<file path="src/rtl/serial_sub_pkg.sv">
// Shared types and constants for the bit-serial subtractor.
package serial_sub_pkg;

    localparam int unsigned SUB_W_DEFAULT = 8;

    typedef enum logic [1:0] {
        IDLE = 2'd0,
        RUN  = 2'd1,
        DONE = 2'd2
    } state_t;

endpackage

</file>
<file path="src/rtl/fsub_bit.sv">
// One-bit full subtractor cell: x - y - bin, producing difference and borrow-out.
module fsub_bit (
    input  logic x,
    input  logic y,
    input  logic bin,
    output logic d,
    output logic bo
);

    assign d  = x ^ y ^ bin;
    assign bo = (~x & y) | (~x & bin) | (y & bin);

endmodule

</file>
<file path="src/rtl/serial_subtractor.sv">
// Bit-serial W-bit unsigned subtractor (A - B), LSB first, start/busy/done handshake.
// Optional signed-overflow output enabled by defining SERIAL_SUB_OVF_EN.
module serial_subtractor
    import serial_sub_pkg::*;
#(
    parameter int unsigned W = SUB_W_DEFAULT
) (
    input  logic         clk,
    input  logic         rst,
    input  logic         start,
    input  logic [W-1:0] a,
    input  logic [W-1:0] b,
    output logic         busy,
    output logic         done,
    output logic [W-1:0] diff,
    output logic         bout
`ifdef SERIAL_SUB_OVF_EN
    ,
    output logic         ovf
`endif
);

    localparam int unsigned     CNT_W    = $clog2(W);
    localparam logic [CNT_W-1:0] CNT_LAST = CNT_W'(W - 1);

    state_t           r_state;
    state_t           w_state_nxt;
    logic             w_load;
    logic             w_step;
    logic             w_last;

    logic [W-1:0]     r_a_sh;
    logic [W-1:0]     r_b_sh;
    logic [W-1:0]     r_res_sh;
    logic             r_borrow;
    logic [CNT_W-1:0] r_cnt;

    logic             r_busy;
    logic             r_done;
    logic [W-1:0]     r_diff;
    logic             r_bout;

    logic             w_d;
    logic             w_bo;
    logic [W-1:0]     w_res_nxt;

    fsub_bit u_fsub (
        .x   (r_a_sh[0]),
        .y   (r_b_sh[0]),
        .bin (r_borrow),
        .d   (w_d),
        .bo  (w_bo)
    );

    // New difference bit enters at the MSB so the LSB-first stream lands in place.
    assign w_res_nxt = {w_d, r_res_sh[W-1:1]};

    always_ff @(posedge clk) begin
        if (rst) begin
            r_state <= IDLE;
        end else begin
            r_state <= w_state_nxt;
        end
    end

    always_comb begin
        w_state_nxt = r_state;
        w_load      = 1'b0;
        w_step      = 1'b0;
        w_last      = 1'b0;
        case (r_state)
            IDLE: begin
                if (start) begin
                    w_load      = 1'b1;
                    w_state_nxt = RUN;
                end
            end
            RUN: begin
                w_step = 1'b1;
                if (r_cnt == CNT_LAST) begin
                    w_last      = 1'b1;
                    w_state_nxt = DONE;
                end
            end
            DONE: begin
                if (start) begin
                    w_load      = 1'b1;
                    w_state_nxt = RUN;
                end else begin
                    w_state_nxt = IDLE;
                end
            end
            default: w_state_nxt = IDLE;
        endcase
    end

    always_ff @(posedge clk) begin
        if (rst) begin
            r_a_sh   <= '0;
            r_b_sh   <= '0;
            r_res_sh <= '0;
            r_borrow <= 1'b0;
            r_cnt    <= '0;
            r_busy   <= 1'b0;
            r_done   <= 1'b0;
            r_diff   <= '0;
            r_bout   <= 1'b0;
        end else begin
            r_busy <= (w_state_nxt == RUN);
            r_done <= (w_state_nxt == DONE);
            if (w_load) begin
                r_a_sh   <= a;
                r_b_sh   <= b;
                r_res_sh <= '0;
                r_borrow <= 1'b0;
                r_cnt    <= '0;
            end else if (w_step) begin
                r_a_sh   <= r_a_sh >> 1;
                r_b_sh   <= r_b_sh >> 1;
                r_res_sh <= w_res_nxt;
                r_borrow <= w_bo;
                r_cnt    <= w_last ? '0 : r_cnt + CNT_W'(1);
            end
            // Results only change when the final bit completes.
            if (w_last) begin
                r_diff <= w_res_nxt;
                r_bout <= w_bo;
            end
        end
    end

`ifdef SERIAL_SUB_OVF_EN
    logic r_ovf;

    // Signed overflow: borrow into the MSB differs from borrow out of it.
    always_ff @(posedge clk) begin
        if (rst) begin
            r_ovf <= 1'b0;
        end else if (w_last) begin
            r_ovf <= r_borrow ^ w_bo;
        end
    end

    assign ovf = r_ovf;
`endif

    assign busy = r_busy;
    assign done = r_done;
    assign diff = r_diff;
    assign bout = r_bout;

endmodule

</file>
<file path="config.mk">
export PLATFORM = sky130hd
export DESIGN_NAME = serial_subtractor
export DESIGN_NICKNAME = d
export VERILOG_FILES = /design/src/rtl/serial_sub_pkg.sv /design/src/rtl/fsub_bit.sv /design/src/rtl/serial_subtractor.sv
export SDC_FILE = /design/constraint.sdc
export NUM_CORES = 1
export LEC_CHECK = 0
export CAP_MARGIN = 20
export CORE_MARGIN = 4
export CORE_UTILIZATION = 45
export CTS_BUF_LIST = sky130_fd_sc_hd__clkbuf_8
export DETAILED_ROUTE_END_ITERATION = 6
export PLACE_DENSITY = 0.76
export SLEW_MARGIN = 15
export SYNTH_ARGS = -nofsm -noshare
export SYNTH_HDL_FRONTEND = slang
export SYNTH_SLANG_ARGS = --single-unit
export TNS_END_PERCENT = 5
</file>
<file path="constraint.sdc">
create_clock -name clk -period 1.35 [get_ports clk]
set_input_delay 0.27 -clock clk [delete_from_list [all_inputs] [get_ports clk]]
set_output_delay 0.27 -clock clk [all_outputs]
set_load 0.02 [all_outputs]
</file>
==> flow_metrics.tcl, run 1 <==
set metrics [dict create \
    crit_chain "ha_1, ha_2, or3_1, a21oi_1" \
    fin_worst_skew_ns 0.00177 \
    die_h_microns 67.3 \
    synth.distinct_cells 24 \
    holdPathEnd "r_res_sh[1]" \
    drive_gt1_frac 0.0950 \
    r2r_slack_ns 0.06 \
    gp_congestion 0.722 \
    worstSkewPairLatency_ns 0.29 \
    ios 30 \
    synth_area_leaders "dfxtp_1 (51%), nand2_1 (13%), a311oi_1 (7.2%)" \
    combPwrFrac 0.126 \
    area_growth_pct 29.5 \
    cp_slowest_stage_delay_ns 0.34 \
    cts_buffers 5 \
    grt_max_degree 38 \
    synth_top_cell_by_area "dfxtp_1" \
    worst_slew_pin_slew_ns 0.226 \
    fin_crit_sh 0.953 \
    diodes 0 \
    critPathSlowestCell "or3_1" \
    clockPowerShare 0.337 \
    async_reset_ff_frac 0 \
    p_per_area_nw_per_um2 1150 \
    p_leak_uw 0.000794 \
    htree_levels 2 \
    port_buffers 29 \
    grt_usage 0.162 \
    drv.max_cap_violation_count 0 \
    core_region_area_sq_um 3360 \
    wl_per_cell_microns 12.3 \
    holdBufCountCts 0 \
    rows 21 \
    fmax_mhz 777 \
    synth_area_sq_um 1580 \
    initialDrtViolationCount 108 \
    finalWorstSetupSlack_ns 0.0628 \
    yosys.cell_count.top_type "nand2_1" \
    fin_util 0.609 \
    endpoint_kind "flop" \
    p_int_uw 1780 \
    crit_cells 4 \
    hp-class "reg -> reg" \
    switching_share 0.241 \
    hpwl_microns 2270 \
    synth_edf_count 0 \
    overflow 0 \
    netlist_top_cells_count "nand2_1 (53), dfxtp_1 (40), a21oi_1 (20), nor2_1 (18), a311oi_1 (13)" \
    cts_tree "built" \
    clock_sinks 40 \
    final_net_count 242 \
    rr_worst_depth 4 \
    die_w_microns 67.3 \
    maxSlewHeadroom 0.848 \
    min-delay-start "r_res_sh[1]" \
    vias_per_cell 5.13 \
    critPathArrivalTime_ns 1.50 \
    cp-start-kind "flop" \
    grt_pass1_vias 1285 \
    r2r_end "r_cnt[0]" \
    rsz0062_at_grt "no" \
    netlist.area_leader.share 0.507 \
    ant_nets 0 \
    ys_seq_area_frac 0.507 \
    peakVddDrop_mv 0.665 \
    path_class "reg -> reg" \
    grt_pass1_wl_microns 5450 \
    ys_warn_count 0 \
    status "complete, no violations" \
    vias 1371 \
    crit_buf_inv 0 \
    fin_worst_hold_slack_ns 0.454 \
    p_switching_uw 565 \
    synth-main-ff-cell "dfxtp_1" \
    initial_core_util 0.470 \
    drc_errors 0 \
    finalWirelength_microns 3280 \
    first_pass_iters 4 \
    seqPwrFrac 0.537 \
    antenna_found_initial 0 \
    pre_cts_ws_ns -0.0867 \
    fp.dieArea_sq_um 4520 \
    drv_slew 0 \
    clk_pin_slew_ns 0.07 \
    cts_buffer_depth 2 \
    layout_min_cycle_time_ns 1.29 \
    setup_viol_count_final 0 \
    ys_seq_elements 40 \
    min_path_cells 2 \
    worstPathMaxFanout 3 \
    timing.final.hold_violations 0 \
    worstReg2RegStart "r_cnt[0]" \
    syn_avg_cell_area_sq_um 8.41 \
    syn_inst 188 \
    cts-root-buf "clkbuf_8" \
    synth_fp_nets 210 \
    setup-tns-final_ns 0 \
    cp_data_required_time_ns 1.57 \
    crit_family "adder cells" \
]
==> kinds of logic (layout without fill, tap and decap cells) <==
kind of cell             Yosys count  count (layout)  share of synthesized area
AND/OR/NAND/NOR                   88              88                      0.229
flip-flops                        40              40                      0.507
AO/OA/AOI/OAI                     37              37                      0.160
buffers and inverters             18              51                     0.0633
adder cells (fa/ha/maj)            3               3                     0.0285
multiplexers                       2               2                     0.0127
==> per-layer routing <==
metal,wire [microns],up-vias,GRT usage
met5,0,-,0
met4,81,0,0.0911
met3,137,7,0.0399
met2,1540,25,0.260
met1,1520,639,0.196
li1,-,700,-
==> what timing repair did <==
action,4_1_cts,5_1_grt
endpoints found under the setup margin,19,11
setup buffers,0,1
gates resized for setup,12,2
pin swaps,2,0
==> worst max path at each step <==
stage | slack, ns | to | startpoint
final | 0.06 | r_cnt[0] | r_cnt[0]
after CTS | -0.03 | diff[4] | r_cnt[0]
after detailed placement | -0.09 | r_a_sh[6] | start
after floorplan | 0.11 | busy | r_cnt[0]
after global placement | -0.06 | r_b_sh[2] | start
after global routing | 0.02 | diff[7] | r_cnt[0]
==> layout by cell type, fill, tap and decap left out, drive strengths merged, types with 3 or more instances in the layout <==
cell type       n
a21oi          20
a311oi         14
buf            12
clkbuf          6
clkdlybuf4s50  18
dfxtp          40
dlygate4sd2    11
inv             4
nand2          53
nand2b          3
nand3           9
nor2           18
==> area by class of cell <==
| cell class | instances | area, sq um |
|---|---|---|
| Fill cell | 331 | 1320 |
| Multi-Input combinational cell | 130 | 682 |
| Sequential cell | 40 | 802 |
| Clock buffer | 6 | 82.6 |
| Inverter | 2 | 7.51 |
| Clock inverter | 2 | 7.51 |
| Tap cell | 46 | 57.6 |
| Timing Repair Buffer | 41 | 408 |
==> worst register-to-register path: stages (launching register included) <==
cell and delay, ns:
dfxtp_2 0.33, ha_1 0.19, ha_2 0.19, or3_1 0.34
a21oi_1 0.16
==> power by group through the flow <==
stage | registers (uW) | clock network [uW] | logic, uW
final | 1260 | 790 | 295
after global routing | 1270 | 851 | 325
after CTS | 1260 | 806 | 297
after detailed placement | 1290 | 0 | 297
after global placement | 1280 | 0 | 292
after floorplan | 1280 | 0 | 179
==> sequential cells by signal (all words and copies together), names as in the netlist <==
register / count
r_b_sh: 8
r_res_sh: 7
done: 1
diff: 8
r_borrow: 1
r_cnt: 3
bout: 1
r_state: 2
busy: 1
r_a_sh: 8
==> per-stage QoR <==
stage	std cells	power, uW	instance area, sq um
2_1_floorplan	188	1460	1580
3_3_place_gp	258	1580	1960
3_5_place_dp	258	1580	1960
4_1_cts	266	2360	2030
5_1_grt	267	2440	2050
6_report	267	2340	2050
(Power assumes the default switching activity.)
==> run 2, diff against run 1 <==
SETUP_SLACK_MARGIN = 0.2   (was default)
==> run 2 against run 1 <==
Net effect:
- non-clock buffer count grew 4
- via count is 2.4% higher
- setup slack improved by 0.070 ns
- critical path depth unchanged
- critical endpoint unchanged
- largest cell class unchanged
==> flow_metrics.tcl, run 2 (synthesis gave the netlist of run 1 again) <==
set metrics [dict create \
    status "complete, no violations" \
    layout_min_cycle_time_ns 1.22 \
    final_cell_mix "nand2_1 (49), dfxtp_1 (36), a21oi_1 (19)" \
    peakVddDrop_mv 0.599 \
    rsz0062_at_grt "yes" \
    final_net_count 246 \
    htree_levels 2 \
    rows 21 \
    final_common_cell "nand2_1" \
    place_area_sq_um 1950 \
    pre_cts_ws_ns -0.134 \
    critPathArrivalTime_ns 1.44 \
    cts_buffers 5 \
    die_h_microns 67.3 \
    timing.final.hold_violations 0 \
    grt_max_degree 32 \
    clk_pin_slew_ns 0.07 \
    worstPathMaxFanout 4 \
    vias_per_cell 5.18 \
    hpwl_microns 2250 \
    worst_slew_pin_slew_ns 0.223 \
    initialDrtViolationCount 127 \
    fin_worst_hold_slack_ns 0.454 \
    diodes 0 \
    fin_worst_skew_ns 0.00424 \
    first_pass_iters 4 \
    p_per_area_nw_per_um2 1090 \
    die_w_microns 67.3 \
    clock_sinks 40 \
    cp-start-kind "flop" \
    grt_pass1_wl_microns 5900 \
    vias 1404 \
    initial_core_util 0.470 \
    ant_nets 0 \
    worstSkewPairLatency_ns 0.28 \
    gp_congestion 0.717 \
    grt_usage 0.175 \
    fin_crit_sh 0.901 \
    endpoint_kind "flop" \
    fmax_mhz 822 \
    setup_viol_count_final 0 \
    fp.dieArea_sq_um 4520 \
    p_leak_uw 0.000803 \
    setup-tns-final_ns 0 \
    finalWorstSetupSlack_ns 0.133 \
    finalWirelength_microns 3610 \
    port_buffers 29 \
    cts-root-buf "clkbuf_8" \
    path_class "reg -> reg" \
    drv.max_cap_violation_count 0 \
    ios 30 \
    hp-class "reg -> reg" \
    drive_gt1_frac 0.204 \
    core_region_area_sq_um 3360 \
    maxSlewHeadroom 0.852 \
    drv_slew 0 \
    cp_data_required_time_ns 1.57 \
    fin_util 0.659 \
    filler_cell_count 287 \
    grt_pass1_vias 1273 \
    final_area_sq_um 2220 \
    area_growth_pct 40.3 \
    drc_errors 0 \
    cts_tree "built" \
    wl_per_cell_microns 13.3 \
    cts_buffer_depth 2 \
    antenna_found_initial 0 \
    overflow 0 \
]
run 2: critical path, cell delays in order (launching register included):
cell and delay [ns]:
dfxtp_2 0.34, ha_4 0.16, ha_4 0.16, or3_1 0.37, a21oi_2 0.12
run 2: metal layers:
metal	GRT usage	wire (microns)
met2	0.279	1770
met5	0	0
met4	0.0456	41
met3	0.0449	160
met1	0.236	1640
run 2: area by class of cell:
cell class                 instances  area [sq um]  share of cell area
timing repair buffer              45           479               0.216
clock buffer                       6          82.6              0.0372
inverter                           2          7.51             0.00339
clock inverter                     2          7.51             0.00339
sequential                        40           806               0.363
tap                               46          57.6              0.0260
multi-input combinational        130           777               0.350
run 2: worst paths after layout:
path / cells after the start / end / slack [ns] / startpoint
hold reg to reg: 2 / diff[6] / 0.45 / diff[6]
hold / removal: 2 / diff[6] / 0.45 / diff[6]
setup / recovery: 4 / r_cnt[0] / 0.13 / r_cnt[0]
setup reg to reg: 4 / r_cnt[0] / 0.13 / r_cnt[0]
run 2: metrics by stage:
step / std cells / power, uW
after CTS: 270 / 2390
after detailed placement: 258 / 1570
after floorplan: 188 / 1460
final: 271 / 2420
after global routing: 271 / 2520
after global placement: 258 / 1570
run 2: where the power goes:
part / switching (uW) / leakage, uW / internal [uW]
Clock: 379 / 0.0000538 / 401
Combinational: 181 / 0.000421 / 189
Sequential: 33.3 / 0.000328 / 1230
Total: 593 / 0.000803 / 1820
run 2: what timing repair did:
action,4_1_cts,5_1_grt
resized for setup,39,13
hold buffers,0,0
endpoints found under the setup margin,38,43
cloned,1,0
setup buffers,3,1
pin swaps,2,8
